`config.mk`:
```
export PLATFORM = sky130hd
export DESIGN_NAME = qchan_lp_buffer_flat
export DESIGN_NICKNAME = d
export VERILOG_FILES = /design/src/rtl/qchan_lp_buffer_pkg.sv /design/src/rtl/qchan_lp_buffer_if.sv /design/src/rtl/qchan_lp_buffer_fifo.sv /design/src/rtl/qchan_lp_buffer.sv /design/src/flat_wrapper.sv
export SDC_FILE = /design/constraint.sdc
export NUM_CORES = 1
export LEC_CHECK = 0
export ABC_CLOCK_PERIOD_IN_PS = 2700
export CORE_UTILIZATION = 52
export CTS_CLUSTER_DIAMETER = 40
export DETAILED_ROUTE_END_ITERATION = 10
export HOLD_SLACK_MARGIN = 0.12
export PLACE_DENSITY = 0.75
export SETUP_SLACK_MARGIN = 0.3
export SYNTH_ARGS = -nofsm -noshare
export SYNTH_HDL_FRONTEND = slang
export SYNTH_SLANG_ARGS = --single-unit
```
`constraint.sdc`:
```
create_clock -name clk -period 2.7 [get_ports clk]
set_input_delay 0.405 -clock clk [delete_from_list [all_inputs] [get_ports clk]]
set_output_delay 0.405 -clock clk [all_outputs]
set_load 0.05 [all_outputs]
```
`src/rtl/qchan_lp_buffer_pkg.sv`:
```
// qchan_lp_pkg: shared state encoding and parameter defaults for the Q-channel low-power buffer
package qchan_lp_pkg;
  localparam int DEF_DATA_W = 8;
  localparam int DEF_DEPTH = 8;
  localparam int DEF_N_CH = 2;
  typedef enum logic [2:0] {RUN, FLUSH, DRAIN, STOPPED, DENIED} lp_state_e;
endpackage

```
`src/rtl/qchan_lp_buffer_if.sv`:
```
// qchan_lp_buffer_if: push/pop, flush handshake and Q-channel signals of the low-power buffer
interface qchan_lp_buffer_if import qchan_lp_pkg::*; #(
  parameter int DATA_W = DEF_DATA_W,
  parameter int N_CH = DEF_N_CH
);
  logic if_wakeup_i;
  logic [N_CH-1:0] wr_valid_i;
  logic [N_CH*DATA_W-1:0] wr_payload_i;
  logic [N_CH-1:0] wr_full_o;
  logic [N_CH-1:0] wr_flush_o;
  logic [N_CH-1:0] wr_done_i;
  logic [N_CH-1:0] rd_valid_i;
  logic [N_CH*DATA_W-1:0] rd_payload_o;
  logic [N_CH-1:0] rd_empty_o;
  logic qreqn_i;
  logic qacceptn_o;
  logic qdeny_o;
  logic qactive_o;
  modport master (
    output if_wakeup_i, wr_valid_i, wr_payload_i, wr_done_i, rd_valid_i, qreqn_i,
    input wr_full_o, wr_flush_o, rd_payload_o, rd_empty_o, qacceptn_o, qdeny_o, qactive_o
  );
  modport slave (
    input if_wakeup_i, wr_valid_i, wr_payload_i, wr_done_i, rd_valid_i, qreqn_i,
    output wr_full_o, wr_flush_o, rd_payload_o, rd_empty_o, qacceptn_o, qdeny_o, qactive_o
  );
endinterface

```
`src/rtl/qchan_lp_buffer_fifo.sv`:
```
// lpb_fifo: first-word-fall-through FIFO with occupancy counter and non-power-of-2 pointer wrap
module lpb_fifo import qchan_lp_pkg::*; #(
  parameter int DATA_W = DEF_DATA_W,
  parameter int DEPTH = DEF_DEPTH
) (
  input  logic              clk,
  input  logic              reset,
  input  logic              i_push,
  input  logic              i_pop,
  input  logic [DATA_W-1:0] i_data,
  output logic [DATA_W-1:0] o_data,
  output logic              o_full,
  output logic              o_empty
);
  localparam int CNT_W = $clog2(DEPTH + 1);
  localparam int PTR_W = $clog2(DEPTH);
  logic [DATA_W-1:0] r_mem [DEPTH];
  logic [PTR_W-1:0] r_wr_ptr, r_rd_ptr;
  logic [CNT_W-1:0] r_cnt;
  logic w_push, w_pop;
  assign o_empty = r_cnt == '0;
  assign o_full = r_cnt == CNT_W'(DEPTH);
  assign w_pop = i_pop && !o_empty;
  // a full FIFO still takes a push when the head leaves in the same cycle
  assign w_push = i_push && (!o_full || w_pop);
  assign o_data = r_mem[r_rd_ptr];
  // pointer and occupancy bookkeeping; reset discards all buffered data
  always_ff @(posedge clk or posedge reset) begin
    if (reset) begin
      r_wr_ptr <= '0;
      r_rd_ptr <= '0;
      r_cnt <= '0;
    end else begin
      if (w_push) r_wr_ptr <= (r_wr_ptr == PTR_W'(DEPTH - 1)) ? '0 : r_wr_ptr + 1'b1;
      if (w_pop) r_rd_ptr <= (r_rd_ptr == PTR_W'(DEPTH - 1)) ? '0 : r_rd_ptr + 1'b1;
      r_cnt <= r_cnt + CNT_W'(w_push) - CNT_W'(w_pop);
    end
  end
  // storage needs no reset: entries are only visible once counted
  always_ff @(posedge clk) begin
    if (w_push) r_mem[r_wr_ptr] <= i_data;
  end
endmodule

```
`src/rtl/qchan_lp_buffer.sv`:
```
// qchan_lp_buffer: per-channel FIFOs gated by a Q-channel flush/drain/stop handshake
module qchan_lp_buffer import qchan_lp_pkg::*; #(
  parameter int DATA_W = DEF_DATA_W,
  parameter int DEPTH = DEF_DEPTH,
  parameter int N_CH = DEF_N_CH
) (
  input logic clk,
  input logic reset,
  qchan_lp_buffer_if.slave bus
);
  lp_state_e r_state, w_next;
  logic [N_CH-1:0] r_done_q, w_done_next, w_empty, w_full, w_push, w_pop;
  logic [N_CH*DATA_W-1:0] w_rd_payload;
  logic w_push_en, w_pop_en, w_any;
  assign w_push_en = r_state == RUN || r_state == FLUSH;
  assign w_pop_en = r_state != STOPPED;
  assign w_push = bus.wr_valid_i & {N_CH{w_push_en}};
  assign w_pop = bus.rd_valid_i & {N_CH{w_pop_en}};
  assign w_any = !(&w_empty);
  for (genvar g = 0; g < N_CH; g++) begin : g_ch
    lpb_fifo #(.DATA_W(DATA_W), .DEPTH(DEPTH)) u_fifo (
      .clk(clk),
      .reset(reset),
      .i_push(w_push[g]),
      .i_pop(w_pop[g]),
      .i_data(bus.wr_payload_i[g*DATA_W +: DATA_W]),
      .o_data(w_rd_payload[g*DATA_W +: DATA_W]),
      .o_full(w_full[g]),
      .o_empty(w_empty[g])
    );
  end
  // state register and sticky per-channel flush-done flags
  always_ff @(posedge clk or posedge reset) begin
    if (reset) begin
      r_state <= RUN;
      r_done_q <= '0;
    end else begin
      r_state <= w_next;
      r_done_q <= w_done_next;
    end
  end
  // next-state: wakeup during flush/drain aborts to DENIED ahead of progress
  always_comb begin
    w_next = r_state;
    w_done_next = r_done_q;
    case (r_state)
      RUN: if (!bus.qreqn_i) begin
        w_next = FLUSH;
        w_done_next = '0;
      end
      FLUSH: begin
        w_done_next = r_done_q | bus.wr_done_i;
        if (bus.if_wakeup_i) w_next = DENIED;
        else if (&w_done_next) w_next = DRAIN;
      end
      DRAIN: if (bus.if_wakeup_i) w_next = DENIED;
        else if (!w_any) w_next = STOPPED;
      STOPPED, DENIED: if (bus.qreqn_i) w_next = RUN;
      default: w_next = RUN;
    endcase
  end
  assign bus.rd_payload_o = w_rd_payload;
  assign bus.rd_empty_o = w_empty;
  assign bus.wr_full_o = w_full;
  assign bus.wr_flush_o = (r_state == FLUSH) ? ~r_done_q : '0;
  assign bus.qacceptn_o = r_state != STOPPED;
  assign bus.qdeny_o = r_state == DENIED;
  assign bus.qactive_o = (r_state == DENIED) ? 1'b1 :
                         (r_state == STOPPED) ? bus.if_wakeup_i : (w_any || bus.if_wakeup_i);
endmodule

```
`src/flat_wrapper.sv`:
```
// flat-port wrapper written by rule: the top's interface ports become plain ports
module qchan_lp_buffer_flat import qchan_lp_pkg::*;
#(
  parameter int DATA_W = DEF_DATA_W,
  parameter int DEPTH = DEF_DEPTH,
  parameter int N_CH = DEF_N_CH
)
  (clk, reset, bus_if_wakeup_i, bus_wr_valid_i, bus_wr_payload_i, bus_wr_done_i, bus_rd_valid_i, bus_qreqn_i, bus_wr_full_o, bus_wr_flush_o, bus_rd_payload_o, bus_rd_empty_o, bus_qacceptn_o, bus_qdeny_o, bus_qactive_o);
  qchan_lp_buffer_if #(.DATA_W(DATA_W), .N_CH(N_CH)) bus_i ();
  input logic clk;
  input logic reset;
  input wire logic [$bits(bus_i.if_wakeup_i)-1:0] bus_if_wakeup_i;
  input wire logic [$bits(bus_i.wr_valid_i)-1:0] bus_wr_valid_i;
  input wire logic [$bits(bus_i.wr_payload_i)-1:0] bus_wr_payload_i;
  input wire logic [$bits(bus_i.wr_done_i)-1:0] bus_wr_done_i;
  input wire logic [$bits(bus_i.rd_valid_i)-1:0] bus_rd_valid_i;
  input wire logic [$bits(bus_i.qreqn_i)-1:0] bus_qreqn_i;
  output wire logic [$bits(bus_i.wr_full_o)-1:0] bus_wr_full_o;
  output wire logic [$bits(bus_i.wr_flush_o)-1:0] bus_wr_flush_o;
  output wire logic [$bits(bus_i.rd_payload_o)-1:0] bus_rd_payload_o;
  output wire logic [$bits(bus_i.rd_empty_o)-1:0] bus_rd_empty_o;
  output wire logic [$bits(bus_i.qacceptn_o)-1:0] bus_qacceptn_o;
  output wire logic [$bits(bus_i.qdeny_o)-1:0] bus_qdeny_o;
  output wire logic [$bits(bus_i.qactive_o)-1:0] bus_qactive_o;
  assign bus_i.if_wakeup_i = bus_if_wakeup_i;
  assign bus_i.wr_valid_i = bus_wr_valid_i;
  assign bus_i.wr_payload_i = bus_wr_payload_i;
  assign bus_i.wr_done_i = bus_wr_done_i;
  assign bus_i.rd_valid_i = bus_rd_valid_i;
  assign bus_i.qreqn_i = bus_qreqn_i;
  assign bus_wr_full_o = bus_i.wr_full_o;
  assign bus_wr_flush_o = bus_i.wr_flush_o;
  assign bus_rd_payload_o = bus_i.rd_payload_o;
  assign bus_rd_empty_o = bus_i.rd_empty_o;
  assign bus_qacceptn_o = bus_i.qacceptn_o;
  assign bus_qdeny_o = bus_i.qdeny_o;
  assign bus_qactive_o = bus_i.qactive_o;
  qchan_lp_buffer #(.DATA_W(DATA_W), .DEPTH(DEPTH), .N_CH(N_CH)) u_core (.clk(clk), .reset(reset), .bus(bus_i));
endmodule
```
==> impl_results.md, run 1 <==
* Status: finished clean
* Initial antenna violation count at 0
* Placed inst area at 0.007347 sq mm
* RSZ-0062 raised after global routing: yes
* Maximum vdd drop at 0.0006014 V
* Critical Path RT at 2.30 ns
* M1 WL at 5280 microns
* Worst-Skew Late Latency at 0.41 ns
* Mapped Area at 0.006610 sq mm
* EDFF count, synth at 128
* Min-Delay Path Class: in -> async
* Reg2reg end: u_core.g_ch[1].u_fifo.r_cnt[3]
* Detailed placement HPWL at 7412 microns
* Fin. max-slew vios at 0
* Worst EP arrival at 2.02 ns
* Total gr overflow at 0
* Yosys reg bits at 153
* Largest net degree at the start of global routing at 26
* Share of cells above drive strength 1 at 36.32%
* Std-Cell Rows at 40
* Unique cell type count in the Yosys netlist at 43
* Top layer in use: met4
* Worst slew margin at 52.92%
* FFs w/ async S/R, synth at 16.34%
* Yosys top cell by area: edfxtp_1
* Die span in y at 114.7 microns
* Final net count at 491
* Synth Instances at 356
* DRC viols at 0
* Area delta synth->final at 24.04%
* Seq/Total Area, Yosys at 67.61%
* Wirelength per Cell at 18.96 microns
* Setup TNS at 0 ns
* Post-synthesis average cell area at 18.57 sq um
* Initial Utilization at 54.13%
* Final number of setup-violating endpoints at 0
* Worst reg2reg path depth at 10
* Leading register cell type out of synthesis: edfxtp_1
* Yosys top cell area share at 58.15%
* Vias at 3403
* Total Routing Usage GR at 20.17%
* Syn Nets at 403
* Maxcap violations at 0
* Clock skew at 0.005376 ns
* Count of warnings emitted by yosys at 0
* CTS tree: built
* Crit path launch type: flop
* Fillcell total at 834
* Deepest clock path buffer count at 2
* Final core area utilization at 67.14%
* CTS buffer count at 17
* Leak at 3.060 nW
* WHS at 0.3470 ns
* Slew at the pin closest to its max-slew limit at 0.7062 ns
* Pre-CTS WS at 0.1687 ns
* Reg2reg setup slack at 0.36 ns
* Placer Congestion at 0.7802
* Final WS setup at 0.2776 ns
* Initial DRC Count at 174
* Synth area leaders: edfxtp_1 (58%), dfrtp_1 (9.5%), mux4_2 (8.9%)
* H-tree depth at 4
* Final WL at 11850 microns
* Tmin final at 2.422 ns
* Critical R2R Launch: u_core.g_ch[1].u_fifo.r_cnt[2]
* Core Footprint at 0.01221 sq mm
* Achievable Freq at 412.8 MHz
* Routed wl met3 at 526 microns
* Power Dens Cells at 1223 mW/mm^2
* Sink Count at 153
* Endpoints failing hold at 0
* Die area at 0.01317 sq mm
* DIE WIDTH at 114.7 microns
* Number of diodes at 0
* Final ANT Viol Nets at 0
* Final period util at 89.72%
* DR pass1 iterations at 4
* Critical path fanouts, max at 8
* I/O pin count at 51
* Via/cell ratio at 5.445
* Design Area, Final at 0.008199 sq mm
* Number of global-route vias before repair at 3522
* Met2 routed WL at 5859 microns
* CTS Hold Bufs at 0
* CTS root buf: clkbuf_16
* First-pass GRT wire length at 18980 microns
* Worst-path clk slew at 0.06 ns
* CP Class: reg -> out
* Port Buffer Count at 50
* CP endpoint kind: output pin
layout by cell type (no fill, tap or decap), drive strengths merged, types with 11 or more instances in the layout:
cell type,instances
dfrtp,25
ha,19
mux2,28
nor2,14
mux4,32
clkbuf,20
inv,17
clkdlybuf4s50,25
clkinv,11
edfxtp,128
buf,60
metrics by stage:
stage,power (mW),cells
detailed placement,7.210,581
global placement,7.087,581
finish,10.03,625
global route,10.51,625
CTS,10.07,624
floorplan,6.338,356
worst max-delay path, cell delays in order (launching register included):
cell,delay [ns]
dfrtp_2,0.41
buf_6,0.13
buf_16,0.13
mux4_2,0.49
mux2_2,0.28
buf_6,0.15
layer usage:
layer / track usage, % / vias up
met5: 0 / -
met2: 31.56 / 81
met3: 5.219 / 16
met4: 8.312 / 0
li1: - / 1574
met1: 27.31 / 1732
cell type report:
cell class              count  area [sq um]  area share, %
flip-flops and latches    153          4474          54.57
multi-input cells         164          1971          24.03
clock inverters            13         110.1          1.343
well taps                 168         210.2          2.564
inverters                  17         63.81         0.7783
repair buffers             91         937.1          11.43
clock buffers              19         432.9          5.280
report_power, final:
group          switching [mW]  internal (mW)
Sequential              0.518           3.05
Clock                   0.847           1.33
Combinational            2.10           2.19
worst max-delay path by stage:
| stage | cells past startpoint | to | slack (ns) | from |
|---|---|---|---|---|
| after CTS | 5 | bus_rd_payload_o[8] | 0.25 | u_core.g_ch[1].u_fifo.r_rd_ptr[0] |
| after global placement | 8 | u_core.g_ch[1].u_fifo.r_cnt[2] | 0.23 | bus_rd_valid_i[1] |
| after floorplan | 9 | u_core.g_ch[1].u_fifo.r_cnt[2] | 0.21 | u_core.r_state[2] |
| after global routing | 4 | bus_rd_payload_o[6] | 0.21 | u_core.g_ch[0].u_fifo.r_rd_ptr[0] |
| after detailed placement | 8 | u_core.g_ch[1].u_fifo.r_cnt[2] | 0.17 | bus_rd_valid_i[1] |
| final | 5 | bus_rd_payload_o[14] | 0.28 | u_core.g_ch[1].u_fifo.r_rd_ptr[0] |
cells by family after synthesis:
kind of cell,after synthesis,share of synthesized area [%]
AOI/OAI and AO/OA,19,2.044
xor gates and xnor gates,4,0.5301
adders and majority gates,21,4.202
buffers and inverters,39,3.502
DFF,153,67.61
muxes,62,16.49
and+or+nand+nor,58,5.622
what timing repair did:
action / 4_1_cts / 5_1_grt
pin swaps: 0 / 1
gates cloned: 3 / 0
setup endpoints to repair: 22 / 22
gates resized for setup: 54 / 7
setup buffers: 8 / 1
cells in the mapped netlist (4+ instances only):
cell type	n
edfxtp_1	128
mux4_2	26
dfrtp_1	25
mux2_2	25
ha_1	19
inv_1	17
nor2_1	14
a21oi_1	7
nor3_1	7
buf_2	6
mux4_1	6
buf_1	5
nand2_1	5
nor2b_1	5
buf_4	4
buf_6	4
nor3b_1	4
sequential cells by signal, indices dropped and copies added, names as in the netlist:
name	flops
u_core.g_ch.u_fifo.r_mem	128
u_core.g_ch.u_fifo.r_cnt	8
u_core.g_ch.u_fifo.r_rd_ptr	6
u_core.g_ch.u_fifo.r_wr_ptr	6
u_core.r_state	3
u_core.r_done_q	2
Note: power is estimated with default switching activity, not from simulation.
==> run 2, diff against run 1 <==
- CORE_MARGIN: default -> 2
==> impl_results.md, run 2 (synthesized netlist as in run 1, its figures left out) <==
* Vias at 3444
* Worst EP arrival at 2.05 ns
* Area delta synth->final at 25.12%
* RSZ-0062 raised after global routing: yes
* Min-Delay Path Class: in -> async
* Fin. max-slew vios at 0
* WP buf/inv at 3
* Initial Utilization at 52.81%
* Critical path fanouts, max at 8
* Port Buffer Count at 50
* Tmin final at 2.458 ns
* First-pass GRT wire length at 19160 microns
* Endpoints failing hold at 0
* Initial DRC Count at 297
* Placed inst area at 0.007310 sq mm
* Slew at the pin closest to its max-slew limit at 0.6791 ns
* Die span in y at 116.7 microns
* Final number of setup-violating endpoints at 0
* DR pass1 iterations at 4
* Die area at 0.01363 sq mm
* Placer Congestion at 0.7819
* CTS buffer count at 17
* DRC viols at 0
* Worst-path clk slew at 0.06 ns
* Number of diodes at 0
* Detailed placement HPWL at 7415 microns
* Critical Path RT at 2.30 ns
* Fillcell total at 860
* CP endpoint kind: output pin
* CTS tree: built
* Final period util at 91.04%
* Total Routing Usage GR at 19.65%
* Std-Cell Rows at 41
* Power Dens Cells at 1254 mW/mm^2
* Final WL at 12300 microns
* Core Footprint at 0.01252 sq mm
* Maxcap violations at 0
* Deepest clock path buffer count at 2
* Design Area, Final at 0.008270 sq mm
* Critical-path cell list: buf_6, buf_16, mux4_2, mux2_4, buf_8
* Largest net degree at the start of global routing at 26
* Total gr overflow at 0
* Crit path launch type: flop
* Worst slew margin at 54.73%
* Clock skew at 0.008005 ns
* Status: finished clean
* Number of global-route vias before repair at 3640
* Leak at 3.069 nW
* Slowest stage delay, CP at 0.50 ns
* H-tree depth at 4
* Top Registers: u_core.g_ch.u_fifo.r_mem x128, u_core.g_ch.u_fifo.r_cnt x8
* Via/cell ratio at 5.555
* Share of cells above drive strength 1 at 35.49%
* Worst-Skew Late Latency at 0.42 ns
* Setup TNS at 0 ns
* Achievable Freq at 406.8 MHz
* Max reg flops at 128
* Leading cell types in the layout, fill and taps excluded: edfxtp_1 (128), mux4_2 (29), buf_4 (27)
* CP Class: reg -> out
* Wirelength per Cell at 19.83 microns
* Final net count at 485
* Sink Count at 153
* Total power draw at 10.37 mW
* Initial antenna violation count at 0
* I/O pin count at 51
* CTS root buf: clkbuf_16
* CTS Hold Bufs at 0
* DIE WIDTH at 116.7 microns
* Delay-heaviest family, CP: multiplexers
* CP max stage cell: mux4_2
* Maximum vdd drop at 0.0005639 V
* Final ANT Viol Nets at 0
* Reg with most FFs: u_core.g_ch.u_fifo.r_mem
* Commonest non-fill, non-tap cell in the layout: edfxtp_1
-- run 2: cell types whose count changed in the layout (fill, tap and decap cells not counted), moves of 2 or more --
cell	previous run	this run
buf_4	38	27
buf_6	8	4
buf_8	8	14
clkinv_2	7	0
clkinvlp_4	0	2
mux2_2	16	10
mux2_4	12	18
-- run 2: where the power goes --
group	internal [mW]	leakage [nW]	switching (mW)
registers	3.05	1.46	0.519
logic	2.36	1.35	2.15
clock network	1.43	0.265	0.876
-- run 2: final timing paths --
path | startpoint | to | slack (ns) | depth (start not counted)
hold / removal | reset | u_core.r_done_q[1] | 0.34 | 3
setup / recovery | u_core.g_ch[1].u_fifo.r_rd_ptr[0] | bus_rd_payload_o[10] | 0.24 | 5
max in group asynchronous | reset | u_core.g_ch[1].u_fifo.r_rd_ptr[0] | 2.07 | 3
min in group clk | u_core.r_done_q[1] | u_core.r_done_q[1] | 0.59 | 2
hold reg to reg | u_core.r_done_q[1] | u_core.r_done_q[1] | 0.59 | 2
setup reg to reg | u_core.g_ch[1].u_fifo.r_cnt[2] | u_core.g_ch[1].u_fifo.r_cnt[2] | 0.42 | 9
-- run 2: tightest hold or removal path, stage by stage --
cell,delay [ns]
clkdlybuf4s50_1,0.39
inv_1,0.05
buf_4,0.32
-- run 2: final cells by class --
cell class	count	area, sq um	area share (%)
Multi-Input combinational cell	164	2003	24.22
Clock inverter	10	128.9	1.558
Clock buffer	19	432.9	5.234
Timing Repair Buffer	85	952.2	11.51
Inverter	17	63.81	0.7716
Tap cell	172	215.2	2.602
Sequential cell	153	4474	54.10
-- run 2: repair_timing --
| item | in CTS | in global routing |
|---|---|---|
| setup endpoints to repair | 23 | 24 |
| setup buffers | 6 | 2 |
| pin swaps | 0 | 1 |
| gates cloned | 4 | 0 |
| gates resized for setup | 62 | 19 |
-- run 2: stage by stage --
| step | worst slack (ns) | instances | util, % | hold slack [ns] |
|---|---|---|---|---|
| finish | 0.2420 | 620 | 66.07 | 0.3450 |
| global route | 0.1792 | 620 | 66.07 | 0.3943 |
| CTS | 0.1875 | 618 | 65.52 | 0.3513 |
| detailed placement | 0.1654 | 579 | 58.40 | 0.5537 |
| global placement | 0.2331 | 579 | 58.40 | 0.5284 |
| floorplan | 0.2130 | 356 | - | 0.4323 |
-- run 2: layer usage --
metal  vias to the layer above  global-route usage [%]  routed length, microns
li1                       1559                       -                       -
met1                      1797                   24.61                    5110
met2                        78                   32.87                    6591
met3                        10                   5.605                     469
met4                         0                   7.294                     125
met5                         -                       0                       0
